**config.mk**
```make
export PLATFORM = sky130hd
export DESIGN_NAME = alu_mul_seq
export DESIGN_NICKNAME = d
export VERILOG_FILES = /design/src/rtl/alu_mul_seq.sv
export SDC_FILE = /design/constraint.sdc
export NUM_CORES = 1
export LEC_CHECK = 0
export ABC_AREA = 1
export BUFFER_PORTS_ARGS = -buffer_cell sky130_fd_sc_hd__buf_2
export CAP_MARGIN = 20
export CORE_AREA = 4 4 152 154
export DETAILED_ROUTE_END_ITERATION = 10
export DIE_AREA = 0 0 156 158
export HOLD_SLACK_MARGIN = 0.03
export PLACE_DENSITY_LB_ADDON = 0.3
export SETUP_SLACK_MARGIN = 0.02
export SYNTH_ARGS = -nofsm -noshare
export SYNTH_HDL_FRONTEND = slang
export SYNTH_SLANG_ARGS = --single-unit
```
**constraint.sdc**
```tcl
create_clock -name clk_i -period 2.1 [get_ports clk_i]
set_input_delay 0.525 -clock clk_i [delete_from_list [all_inputs] [get_ports clk_i]]
set_output_delay 0.525 -clock clk_i [all_outputs]
set_load 0.05 [all_outputs]
```
**src/rtl/alu_mul_seq.sv**
```systemverilog
// Sequential unsigned 64x64 multiplier that borrows the shared ALU adder.
// Shift-and-add: each granted step adds the (optionally masked) multiplicand
// into the accumulator, then shifts the multiplicand left and the multiplier
// right. The loop ends as soon as no multiplier bits remain, so small
// multipliers finish in fewer steps.
//
// state | meaning
// IDLE  | waiting for start_i; operands captured on accept
// STEP  | ALU requested; one shift-and-add per granted cycle
// DONE  | result presented on product_o/ovf_o until ack_i
module alu_mul_seq (
  input  logic        clk_i,
  input  logic        reset_ni,
  input  logic        start_i,
  input  logic [63:0] a_i,
  input  logic [63:0] b_i,
  output logic        busy_o,
  output logic        valid_o,
  input  logic        ack_i,
  output logic [63:0] product_o,
  output logic        ovf_o,
  output logic        alu_req_o,
  input  logic        alu_gnt_i,
  output logic [63:0] alu_a_o,
  output logic [63:0] alu_b_o,
  output logic        alu_cflag_o,
  output logic        alu_sum_en_o,
  output logic        alu_and_en_o,
  output logic        alu_xor_en_o,
  input  logic [63:0] alu_out_i,
  input  logic        alu_cflag_i
);

  typedef enum logic [1:0] {
    ST_IDLE = 2'd0,
    ST_STEP = 2'd1,
    ST_DONE = 2'd2
  } state_t;

  state_t      state;
  logic [63:0] mcand;
  logic [63:0] mplier;
  logic [63:0] acc;
  logic        ovf;

  // Bits of the multiplier still to be consumed after the current step.
  logic        more_bits;
  assign more_bits = (mplier[63:1] != 63'd0);

  // Sequencer: operand capture, one add/shift per grant, result handshake.
  always_ff @(posedge clk_i or negedge reset_ni) begin
    if (!reset_ni) begin
      state  <= ST_IDLE;
      mcand  <= 64'd0;
      mplier <= 64'd0;
      acc    <= 64'd0;
      ovf    <= 1'b0;
    end else begin
      case (state)
        ST_IDLE: begin
          if (start_i) begin
            mcand  <= a_i;
            mplier <= b_i;
            acc    <= 64'd0;
            ovf    <= 1'b0;
            state  <= ST_STEP;
          end
        end
        ST_STEP: begin
          if (alu_gnt_i) begin
            acc    <= alu_out_i;
            // Overflow if this add carried out, or if a set multiplicand bit
            // is about to be shifted out while multiplier bits remain.
            ovf    <= ovf | (mplier[0] & alu_cflag_i) | (mcand[63] & more_bits);
            mcand  <= {mcand[62:0], 1'b0};
            mplier <= {1'b0, mplier[63:1]};
            if (!more_bits) begin
              state <= ST_DONE;
            end
          end
        end
        ST_DONE: begin
          // A start_i in the same cycle as ack_i is deliberately not taken here;
          // the request is seen in IDLE on the next cycle.
          if (ack_i) begin
            state <= ST_IDLE;
          end
        end
        default: begin
          state <= ST_IDLE;
        end
      endcase
    end
  end

  logic in_step;
  assign in_step = (state == ST_STEP);

  // Status and result outputs decoded purely from registers.
  always_comb begin
    busy_o    = (state != ST_IDLE);
    valid_o   = (state == ST_DONE);
    product_o = acc;
    ovf_o     = ovf;
  end

  // ALU drive; everything is forced to zero outside STEP so the shared ALU
  // sees a quiet port whenever this block does not own it.
  always_comb begin
    alu_req_o    = in_step;
    alu_sum_en_o = in_step;
    alu_and_en_o = 1'b0;
    alu_xor_en_o = 1'b0;
    alu_cflag_o  = 1'b0;
    alu_a_o      = in_step ? acc : 64'd0;
    alu_b_o      = (in_step && mplier[0]) ? mcand : 64'd0;
  end

endmodule

```
-- Word-level counts from Yosys, hierarchy flattened
Index checks and enable logic that the tools add are counted.
- register bits after elaboration: 195
- input bits: 198
- output and inout bits: 200
- logic and storage cells: 41
- eq/ne operators: 6
- mux-type cells: 19
- bitwise logic cells: 4
- reductions and logical operators: 7
- operators by type and width (operator ; number):
    64-bit 2-to-1 mux ; 8
    64-bit one-hot mux with 2 select lines ; 3
    63-bit nonzero test ; 1
    2-bit 2-to-1 mux ; 4
    2-bit != test (second input constant) ; 3
    2-bit one-hot mux with 3 select lines ; 1
    4-bit AND reduction ; 1
    2-bit nonzero test ; 2
    3-bit AND reduction ; 1
    1-bit bitwise AND ; 2
    2-bit by 1-bit equality test with 1-bit output (second input constant) ; 1
    2-bit equality test (second input constant) ; 1
    2-bit logical NOT ; 1
    1-bit 2-to-1 mux ; 2
    2-bit by 1-bit != test with 1-bit output (second input constant) ; 1
    1-bit OR ; 2
    1-bit one-hot mux with 2 select lines ; 1
    1-bit logical AND ; 1

-- Longest topological paths before layout
- word-level depth: 5
- depth in mapped cells: 10
- depth with buffers taken out: 10

-- Worst setup path after synthesis
Ideal clock, no wire load.
- path type: flip-flop to output port
- start point: reg state[1]
- end point: out alu_b_o[10]
- arrival: 1.778 ns
- data required time: 1.575 ns
- setup slack: -0.203 ns
- cell stages (with the launch flop): 6
- buffers on the path: 2
- cell sequence: dfrtp_1 nor2_4 buf_2 nand2_1 clkbuf_1 nor2_1
- cells in the longest elaborated chain, start to end: 3
- ends and longest elaborated chain (element ; line ; text):
    start, declared ; 40 ; state_t state;
    start signal, assigned ; 53 ; state <= ST_IDLE;
    start signal, assigned ; 66 ; state <= ST_STEP;
    start signal, assigned ; 78 ; state <= ST_DONE;
    2-bit by 1-bit equality test with 1-bit output ; 97 ; assign in_step = (state == ST_STEP);
    1-bit logical AND ; 116 ; alu_b_o = (in_step && mplier[0]) ? mcand : 64'd0;
    64-bit 2-to-1 mux ; 116 ;
    end, declared ; 25 ; output logic [63:0] alu_b_o,
No other way between the ends.

-- Worst setup path after layout
- start point: reg state[1]
- end point: out alu_b_o[15]
Same word-level chain as after synthesis.

==> results.md <==
* R2R setup slack at between 0.1 and 0.15 ns
* Synth top cells by count: dfrtp_1, inv_1, nor2_1
* Synth Area in Simple Gates at between 10% and 20%
* Initial core utilization at 43.7%
* Worst Hold Class: in2async
* Die width at ~160 um
* Endpoint class of the critical path: output pin
* Detail Route met3 WL at between 2 and 3 mm
* Final std cells w/o fill at 1860
* Min Tclk post-route at approximately 2.3 ns
* Worst-skew pair later-pin latency at roughly 0.43 ns
* Total number of vias at between 9k and 10k
* Placed cells at between 1.5k and 2k
* Slew Limit Fails at 0
* Worst EP required at around 1.6 ns
* Gr usage total at between 20% and 30%
* WL final at approximately 37 mm
* Crit Path Max Fanout at 15
* XOR/XNOR Fraction of Synth Area at 0%
* Area growth from synthesis to layout at 55.2%
* 1st-iter DRT viols at 711
* Area fraction in compound gates after synthesis at approximately 18%
* Vias in the first global route at approximately 9.5k
* Layout cells sized above 1 at between 30% and 40%
* IO buf count at 394
* Share of the synthesized area in the top cell type at between 50% and 60%
* Leakage power at 7.14 nW
* Count leader, synth: dfrtp_1
* First-pass GRT wire length at between 50 and 60 mm
* Met1 WL at between 10 and 15 mm
* Final Core Density at roughly 68%
* Failing checks: setup timing
* Largest net degree at the start of global routing at 69
* Async set-reset flop share out of synthesis at between 90% and 100%
* Synth Area in Adders at 0%
* Fin Clk Skew at roughly 0.017 ns
* Worst Tran Pin Value at between 0.7 and 0.8 ns
* VDD IR-drop max at roughly 0.51 mV
* Reg2reg path depth at 8
* Clock H-tree levels at 4
* Largest family of logic cells by synthesized area: simple AND/OR/NAND/NOR gates
* Die area at around 25000 um2
* Post-DP Area at 12300 um2
* Area leader, netlist: dfrtp_1
* Core ar. at between 20000 and 25000 um2
* FF-to-FF End: product_o[38]$_DFFE_PN0P_
* Rows at 54
* Post-synthesis mux area share at 0%
* DRT Pass-1 Iters at 5
* CTS Buf Count at 17
* Drt drc at 0
* Initial antenna violation count at 3
* TritonCTS clock tree: yes
* Worst endpoint data arrival time at 1.77 ns
* Crit path kind: reg2out
* Post-route cell area at 14700 um2
* Setup Viol. Count Final at 130
* DR top layer: met5
* Post-Synthesis Cell Area at roughly 9500 um2
* Slew HR at 51.8%
* Met2 wire length at between 15 and 20 mm
* Min Hold Slack at 0.0344 ns
* Synth Register Bits at 195
* Total gr overflow at 0
* Power per cell area at around 800 nW/um2
* Io pins at roughly 400
* Synthesis warning total at 0
* Clock buffer depth at 2
* Area contributors post-synth: dfrtp_1, inv_1, o21ai_0
* Detailed placement HPWL at ~23 mm
* Detailed-route wire length per cell at approximately 20 um
* Pre-CTS setup slack at about 0.018 ns
* Setup crit start: state[1]$_DFFE_PN0P_
* Syn_area_per_cell at between 7 and 8 um2
* Number of flops mapped to enable cells by yosys at 0
* Routed Antenna Nets at 0
* RSZ-0062 raised after global routing: yes
* CTS root buffer: clkbuf_16
* Final #Nets at around 1.8k
* Top FF cell, synth: dfrtp_1
* Clk sinks at a little under 200
* Post-synth cell types at 21
* Max cap viols at 0
* Setup ws final at -0.194 ns
* Startpoint types: flip-flop
* Final period utilization at 109%
* Post-Syn Instances at 1189
* Die Ht at about 160 um
* Fin. Hold Viols at 0
* GP Congestion at around 0.9
* DR vias/cell at 5.37
* Register area share after synthesis at between 50% and 60%
* FMAX at between 400 and 500 MHz
* Filler cell count at roughly 1.6k
* FF-to-FF Start: state[1]$_DFFE_PN0P_
* Run status: complete, but fails checks
* Clock transition at path regs at roughly 0.08 ns
logic make-up after synthesis:
family / Yosys count
buffers and inverters: 287
AOI/OAI and AO/OA: 281
and+or+nand+nor: 425
other: 1
DFF: 195
critical path, stage by stage (launching register included):
cell	delay (ns)
dfrtp_1	0.41
nor2_4	0.20
nand2_4	0.17
clkbuf_16	0.26
nor2_4	0.10
buf_4	0.20
cell type report:
type                            count  area [um2]  area share [%]
Sequential cell                   195        4880            33.1
Multi-Input combinational cell    711        4480            30.4
Timing Repair Buffer              447        3710            25.2
Inverter                          194         741            5.03
Clock buffer                       18         439            2.98
Tap cell                          280         350            2.38
Clock inverter                     13         119           0.807
Antenna cell                        2        5.00          0.0340
layer usage:
metal	track usage (%)	up-vias
li1	-	4616
met1	32.2	4757
met2	43.2	518
met3	5.99	104
met4	10.6	2
met5	0	-
worst max-delay path by stage:
stage                   to  slack, ns  cells after the start
2_1_floorplan  alu_a_o[43]      -0.14                      5
3_3_place_gp   alu_b_o[63]       0.08                      6
3_5_place_dp   alu_b_o[63]       0.02                      6
4_1_cts        alu_a_o[60]      -0.21                      7
5_1_grt        alu_b_o[19]      -0.26                      6
6_report       alu_b_o[15]      -0.19                      5
where the power goes:
group          total, mW  switching, mW  internal [mW]
Clock               3.16           1.56           1.59
Sequential          4.44          0.226           4.21
Combinational       4.02           2.70           1.31
Total               11.6           4.49           7.11
flip-flops by register name (all words and copies together), names as in the netlist:
register / flops
mcand: 64
mplier: 64
ovf_o: 1
product_o: 64
state: 2
metrics by stage:
step	total power, mW	setup TNS [ns]
floorplan	6.90	-7.18
global placement	7.83	0
detailed placement	7.89	0
CTS	11.4	-20.60
global route	12.1	-28.07
finish	11.6	-18.73
what timing repair did:
action,4_1_cts,5_1_grt
setup endpoints to repair,131,261
setup buffers,4,8
gates resized for setup,263,155
pin swaps,3,3
hold endpoints to repair,0,0
hold buffers,0,0
gates cloned,2,14
cells in the final DEF (no fill, tap or decap), types with 2 or more instances in the layout:
cell,n
buf_2,263
dfrtp_1,195
inv_1,192
nand2_1,141
o21ai_0,138
nor2_4,127
nand3_1,105
buf_6,68
o211ai_1,66
buf_4,51
nor2_1,44
o21ai_1,37
o221ai_1,36
buf_8,31
clkbuf_16,27
buf_12,15
buf_16,8
nand2_4,5
clkinv_4,5
inv_8,4
nor2_2,3
conb_1,3
diode_2,2
a31oi_1,2
inv_6,2
clkbuf_8,2
(Power assumes the default switching activity.)
